==> src/rtl/multislice_add_ctrl_pkg.sv <==
// Shared constants for the multi-slice adder controller: slice width and FSM encoding.
package multislice_add_ctrl_pkg;

  localparam int SLICE_W = 3;

  typedef enum logic [1:0] {
    IDLE = 2'd0,
    RUN  = 2'd1,
    DONE = 2'd2
  } state_e;

endpackage

==> src/rtl/adder_3_bit.sv <==
// 3-bit adder slice with carry-in and carry-out; purely combinational.
module adder_3_bit (
  input  logic [2:0] a,
  input  logic [2:0] b,
  input  logic       cin,
  output logic [2:0] sum,
  output logic       cout
);

  assign {cout, sum} = {1'b0, a} + {1'b0, b} + {3'b000, cin};

endmodule

==> src/rtl/multislice_add_ctrl.sv <==
// Computes {cout,sum} = a + b + cin by time-multiplexing one 3-bit adder slice
// over SLICES cycles, LSB slice first, with a registered done pulse.
module multislice_add_ctrl
  import multislice_add_ctrl_pkg::*;
#(
  parameter  int SLICES = 3,
  localparam int W      = SLICE_W * SLICES
) (
  input  logic         clk,
  input  logic         rst,
  input  logic         start,
  input  logic [W-1:0] a,
  input  logic [W-1:0] b,
  input  logic         cin,
  output logic         busy,
  output logic         done,
  output logic [W-1:0] sum,
  output logic         cout
);

  localparam int IDX_W = (SLICES > 1) ? $clog2(SLICES) : 1;
  localparam logic [IDX_W-1:0] LAST_IDX = IDX_W'(SLICES - 1);

  state_e             state_q, state_d;
  logic [IDX_W-1:0]   idx_q,   idx_d;
  logic [W-1:0]       a_q,     a_d;
  logic [W-1:0]       b_q,     b_d;
  logic               carry_q, carry_d;
  logic [W-1:0]       sum_q,   sum_d;
  logic               cout_q,  cout_d;
  logic               busy_q,  busy_d;
  logic               done_q,  done_d;

  logic [SLICE_W-1:0] slice_a, slice_b, slice_sum;
  logic               slice_cout;

  // Operand slices are selected by idx; only one adder exists.
  assign slice_a = a_q[int'(idx_q) * SLICE_W +: SLICE_W];
  assign slice_b = b_q[int'(idx_q) * SLICE_W +: SLICE_W];

  adder_3_bit u_slice (
    .a    (slice_a),
    .b    (slice_b),
    .cin  (carry_q),
    .sum  (slice_sum),
    .cout (slice_cout)
  );

  always_comb begin
    // NOTE: every _d gets a default first so no path leaves it unassigned (no latches).
    state_d = state_q;
    idx_d   = idx_q;
    a_d     = a_q;
    b_d     = b_q;
    carry_d = carry_q;
    sum_d   = sum_q;
    cout_d  = cout_q;
    busy_d  = busy_q;
    done_d  = 1'b0;

    unique case (state_q)
      IDLE: begin
        if (start) begin
          a_d     = a;
          b_d     = b;
          carry_d = cin;
          idx_d   = '0;
          busy_d  = 1'b1;
          state_d = RUN;
        end
      end
      RUN: begin
        sum_d[int'(idx_q) * SLICE_W +: SLICE_W] = slice_sum;
        carry_d = slice_cout;
        if (idx_q == LAST_IDX) begin
          cout_d  = slice_cout;
          done_d  = 1'b1;
          idx_d   = '0;
          state_d = DONE;
        end else begin
          idx_d = idx_q + 1'b1;
        end
      end
      DONE: begin
        busy_d  = 1'b0;
        state_d = IDLE;
      end
      default: begin
        busy_d  = 1'b0;
        state_d = IDLE;
      end
    endcase
  end

  // NOTE: state uses non-blocking assignments; every register, operands included,
  // is reset so nothing from an aborted operation survives into the next one.
  always_ff @(posedge clk) begin
    if (rst) begin
      state_q <= IDLE;
      idx_q   <= '0;
      a_q     <= '0;
      b_q     <= '0;
      carry_q <= 1'b0;
      sum_q   <= '0;
      cout_q  <= 1'b0;
      busy_q  <= 1'b0;
      done_q  <= 1'b0;
    end else begin
      state_q <= state_d;
      idx_q   <= idx_d;
      a_q     <= a_d;
      b_q     <= b_d;
      carry_q <= carry_d;
      sum_q   <= sum_d;
      cout_q  <= cout_d;
      busy_q  <= busy_d;
      done_q  <= done_d;
    end
  end

  assign busy = busy_q;
  assign done = done_q;
  assign sum  = sum_q;
  assign cout = cout_q;

endmodule

==> config.mk <==
export PLATFORM = sky130hd
export DESIGN_NAME = multislice_add_ctrl
export DESIGN_NICKNAME = d
export VERILOG_FILES = /design/src/rtl/multislice_add_ctrl_pkg.sv /design/src/rtl/adder_3_bit.sv /design/src/rtl/multislice_add_ctrl.sv
export SDC_FILE = /design/constraint.sdc
export NUM_CORES = 1
export LEC_CHECK = 0
export ABC_CLOCK_PERIOD_IN_PS = 2800
export CELL_PAD_IN_SITES_DETAIL_PLACEMENT = 1
export CELL_PAD_IN_SITES_GLOBAL_PLACEMENT = 2
export CORE_ASPECT_RATIO = 1.1
export CORE_MARGIN = 2
export CORE_UTILIZATION = 28
export DETAILED_ROUTE_END_ITERATION = 8
export GPL_TIMING_DRIVEN = 0
export PLACE_DENSITY_LB_ADDON = 0.1
export SYNTH_ARGS = -nofsm -noshare
export SYNTH_HDL_FRONTEND = slang
export SYNTH_SLANG_ARGS = --single-unit
==> constraint.sdc <==
create_clock -name clk -period 2.8 [get_ports clk]
set_input_delay 0.42 -clock clk [delete_from_list [all_inputs] [get_ports clk]]
set_output_delay 0.42 -clock clk [all_outputs]
set_load 0.005 [all_outputs]
**Yosys cells after proc, flatten, opt, wreduce, memory -nomap -nowiden**

Cells that the tools add are included.

- Add/subtract/negate cells: 4
- $mul: 1
- Divide/modulo/power cells: 0
- Order comparisons: 0
- Equality and inequality tests: 4
- Shift-type cells: 4
- Mux-type cells: 12
- Bitwise operators: 1
- Reduce and logical (&&, ||, !) cells: 8

Operators with widths:

| operator | number |
|---|---|
| $shiftx A9 B32 Y3 | 2 |
| $neg A4 Y33 | 1 |
| $shift A3 B33 Y9 const A | 1 |
| $shiftx A3 B33 Y9 | 1 |
| $reduce_and A2 Y1 | 5 |
| $bwmux W9 | 1 |
| $mux W2 | 4 |
| $pmux W2 S2 | 2 |
| $add A3 B3 Y4 | 1 |
| $add A4 B1 Y4 | 1 |
| $mul A2 B2 Y4 const B | 1 |
| $ne A2 B2 Y1 const B | 2 |
| $pmux W1 S2 | 2 |
| $mux W1 | 3 |
| $add A2 B1 Y2 const B | 1 |
| $eq A2 B1 Y1 const B | 1 |
| $eq A2 B2 Y1 const B | 1 |
| $logic_not A2 Y1 | 1 |
| $reduce_bool A2 Y1 | 1 |
| $reduce_or A2 Y1 | 1 |
| $not A1 Y1 | 1 |

- Bits in registers: 35
- Latch bits: 0
- RAM bits: 0
- ROM bits: 0
- Bits of input ports: 22
- Output and inout bits: 12
- Word-level logic and storage cells: 43
- Memories: 0

**Depth between registers and ports, before layout**

- Word-level depth: 6
- Mapped depth: 10
- Mapped depth without buffers: 9

**Hierarchy**

A second synthesis with hierarchy kept.

- Cell total of the unflattened synthesis: 178
- Area, all modules: 1627.8 um2

By module, submodules not included:

| module | times used | cells each | area each (um2) |
|---|---|---|---|
| multislice_add_ctrl | 1 | 163 | 1514.0 |
| adder_3_bit | 1 | 15 | 113.9 |

**Least setup slack after synthesis**

No wires, ideal clock.

- Path kind: flip-flop to flip-flop
- Start point: register idx_q[1]
- End point: register sum_q[2] (netlist: sum[2])
- Setup time: 0.071 ns
- Data arrival time: 2.021 ns
- Setup slack: 0.708 ns
- Cell stages (with the launch flop): 11
- Path buffers: 1
- Period minus slack after synthesis: 2.092 ns
- Cells stage by stage: dfxtp_1 > buf_2 > nor2b_1 > nand2_1 > o21ai_0 > fa_1 > inv_1 > fa_1 > xnor2_1 > nand4_1 > a21oi_1

- Longest elaborated chain between the ends: 6
- Elaborated cells between the ends (all ways): 9

RTL lines:

| element | line | RTL |
|---|---|---|
| start, declared | multislice_add_ctrl.sv:25 | `logic [IDX_W-1:0] idx_q, idx_d;` |
| start signal, assigned | multislice_add_ctrl.sv:110 | `idx_q <= idx_d;` |
| $mul A2 B2 Y4 * | multislice_add_ctrl.sv:38, multislice_add_ctrl.sv:39, multislice_add_ctrl.sv:73 |  |
| $shiftx A9 B32 Y3 (on tied branches) | multislice_add_ctrl.sv:38, multislice_add_ctrl.sv:39 |  |
| $add A3 B3 Y4 | adder_3_bit.sv:10 | `assign {cout, sum} = {1'b0, a} + {1'b0, b} + {3'b000, cin};` |
| $add A4 B1 Y4 | adder_3_bit.sv:10 |  |
| $shiftx A3 B33 Y9 | multislice_add_ctrl.sv:73 | `sum_d[int'(idx_q) * SLICE_W +: SLICE_W] = slice_sum;` |
| $bwmux W9 * | multislice_add_ctrl.sv:73 |  |
| end signal, assigned | multislice_add_ctrl.sv:114 | `sum_q <= sum_d;` |
| end, declared | multislice_add_ctrl.sv:29 | `logic [W-1:0] sum_q, sum_d;` |

Mark *: on every way between the ends. The rest lies on a longest branch, timed or not.
A chain may end at the register's enable or synchronous reset.

**Final worst setup path**

Same ends and word-level chain as after synthesis.

==> summary.md <==
| Metric | Value |
|---|---|
| Startpoint Class | `flip-flop` |
| Clk_lat worst skew | `280 ps` |
| Clock share of power | `0.346` |
| Asr flop ratio synth | `0` |
| Post-route DRC violation count | `0` |
| CP endpoint kind | `flip-flop` |
| Via Count | `1449` |
| # placed instances | `301` |
| Setup violations, final | `0` |
| Final hold vios | `0` |
| Post-synth top area share | `0.425` |
| PD cells | `497 nW/µm²` |
| Synth Flop Type | `dfxtp_1` |
| Reg2reg path depth | `10` |
| Final std cell area, no fill | `2150 µm²` |
| Hold slack | `452 ps` |
| Reg-to-reg critical path endpoint | `sum[2]` |
| Post-Syn Area per Cell | `8.58 µm²` |
| Dpl cell area | `2060 µm²` |
| P_int | `0.793 mW` |
| Mapped Cells | `192` |
| Cell Rows | `29` |
| Clk buf depth | `2` |
| R2r setup slk | `350 ps` |
| Synth top area cells | `dfxtp_1, nand2_1, a21oi_1, ha_1, mux2i_1` |
| Post-CTS Resized | `0` |
| First-pass GRT wire length | `7070 µm` |
| Combinational share of power | `0.157` |
| Synthesis-to-layout area growth | `30.8%` |
| H-tree Lvls | `2` |
| DRT Wirelength | `4170 µm` |
| Final Max Tran Viols | `0` |
| HPWL Detailed | `3260 µm` |
| Via count of the first global-routing pass | `1498` |
| Core Util, Final | `0.376` |
| RSZ-0062 raised after global routing | `no` |
| CTS Sinks | `35` |
| WL per Instance | `13.5 µm` |
| Setup Fix Bufs, Post-CTS | `0` |
| #FFs+latches synth | `35` |
| Final nets | `262` |
| Final worst setup slack | `354 ps` |
| Core area | `5730 µm²` |
| Cell with the most instances after synthesis | `nand2_1` |
| Die width | `77.1 µm` |
| Synth area leader | `dfxtp_1` |
| Sequential power share | `0.498` |
| Worst hold stages | `2` |
| Root Driver | `clkbuf_8` |
| Fill count | `721` |
| Worst-path clk slew | `70 ps` |
| Routability congestion estimate from global placement | `0.744` |
| Synthesized area | `1650 µm²` |
| Drt pass-1 iters | `6` |
| Net Count, Synth | `223` |
| Initial Util | `0.287` |
| Post-route ant nets | `0` |
| Post-synth top cells | `nand2_1, dfxtp_1, a21oi_1` |
| Die height | `84.5 µm` |
| Worst IR Drop VDD | `0.000179 V` |
| GR Overflow Total | `0` |
| Worst-Margin Slew | `540 ps` |
| Worst R2R Start | `idx_q[1]` |
| Inserted Clock Buffers | `5` |
| Status | `finished, final reports clean` |
| Crit-path max FO | `9` |
| Hold path start | `sum[3]` |
| Initial antenna violation count | `0` |
| # diodes | `0` |
| Sequential-to-total area share from yosys stat | `0.425` |
| Num ports | `34` |
| Minimum clock period | `2450 ps` |
| Post-synthesis cell type count | `31` |
| Die area | `6520 µm²` |
| Max-Slew Margin vs Limit | `0.635` |
| F_max | `409 MHz` |
| Initial DRC count | `31` |
| Switching Share | `0.260` |
| Setup Skew | `4.69 ps` |
| TritonCTS clock tree | `done` |
| Non-filler cells in the finished layout | `308` |
| Leak pwr | `0.777 nW` |
| Share of layout cells above drive strength 1 | `0.0736` |
| Worst Setup Slack post-DPL | `192 ps` |
| Hold Path End | `sum[3]` |
| Gr usage total | `0.136` |
| Post-synth EDFFs | `0` |
| CP Class | `flip-flop to flip-flop` |
| Sw power | `0.278 mW` |
| Number of vias per cell | `4.70` |
| PortBufs | `32` |
| Hold_buf cts | `0` |
| Design Power | `1.07 mW` |
| Fin Setup TNS | `0 ps` |
| CP Data Arrival Time | `2650 ps` |
| Ys Warns | `0` |
| CP required | `3010 ps` |
| Max-Cap Viols | `0` |
| HP Class | `flip-flop to flip-flop` |
| Part of the cycle the worst path needs | `0.874` |
| Largest net degree at the start of global routing | `11` |
==> cells in the final DEF, fill, tap and decap left out, drive strengths merged <==
| master | n |
|---|---|
| nand2 | 50 |
| dfxtp | 35 |
| clkdlybuf4s50 | 32 |
| a21oi | 29 |
| clkbuf | 11 |
| o21ai | 8 |
| mux2i | 7 |
| ha | 7 |
| buf | 7 |
| nand4 | 6 |
| inv | 5 |
| nor2b | 4 |
| nand3b | 3 |
| a32oi | 3 |
| nor2 | 3 |
| nor3b | 3 |
| o21a | 2 |
| nor4bb | 2 |
| and3b | 2 |
| nand2b | 2 |
| fa | 2 |
| xnor2 | 1 |
| o21bai | 1 |
| or3b | 1 |
| and3 | 1 |
| a21o | 1 |
| a211oi | 1 |
| nor3 | 1 |
| clkinv | 1 |
==> final cells by class <==
type	count	area (µm²)	area share
clock buffer	6	82.6	0.0383
multi-input combinational	140	850	0.394
sequential	35	701	0.325
timing repair buffer	32	320	0.149
clock inverter	1	5.00	0.00232
inverter	5	18.8	0.00871
tap	77	96.3	0.0447
buffer	12	81.3	0.0377
==> how the worst max path moves through the flow <==
stage                   to  slack (ps)  startpoint
detailed placement  sum[2]         190    idx_q[1]
CTS                 sum[2]         170    idx_q[1]
global placement    sum[2]         230    idx_q[1]
finish              sum[2]         350    idx_q[1]
global route        sum[2]          70    idx_q[1]
floorplan           sum[2]         710    idx_q[1]
==> layer usage <==
layer | global-route usage | routed length [µm] | up-vias
met5 | 0 | 0 | -
met4 | 0.0341 | 48 | 0
met3 | 0.0355 | 150 | 6
met2 | 0.245 | 2150 | 27
met1 | 0.160 | 1820 | 684
li1 | - | - | 732
==> flip-flops by register name, summed over array words and instances (netlist names) <==
name	cells
idx_q	2
carry_q	1
sum	9
done	1
cout	1
state_q	2
b_q	9
a_q	9
busy	1
==> cell families after synthesis <==
| kind of cell | Yosys count | share of synthesized area |
|---|---|---|
| buffers and inverters | 17 | 0.0607 |
| AND/OR/NAND/NOR | 78 | 0.235 |
| XOR/XNOR | 1 | 0.00532 |
| adder cells (fa/ha/maj) | 9 | 0.0774 |
| flip-flops | 35 | 0.425 |
| multiplexers | 7 | 0.0425 |
| AO/OA/AOI/OAI | 45 | 0.153 |
==> power by group through the flow <==
stage,Combinational [mW],Clock (mW),Sequential (mW)
6_report,0.168,0.370,0.533
5_1_grt,0.190,0.409,0.536
4_1_cts,0.172,0.387,0.533
3_5_place_dp,0.170,0,0.545
3_3_place_gp,0.166,0,0.544
2_1_floorplan,0.101,0,0.541
==> critical path, cell delays in order (launching register included) <==
cell and delay [ps]:
dfxtp_1 330, buf_2 210, nor2b_2 270, nand2_1 80, o21ai_0 130, fa_1 250, inv_1 60, fa_1 390
xnor2_1 350, nand4_1 140, a21oi_1 170
No activity file was read; power rests on OpenSTA's default activity.
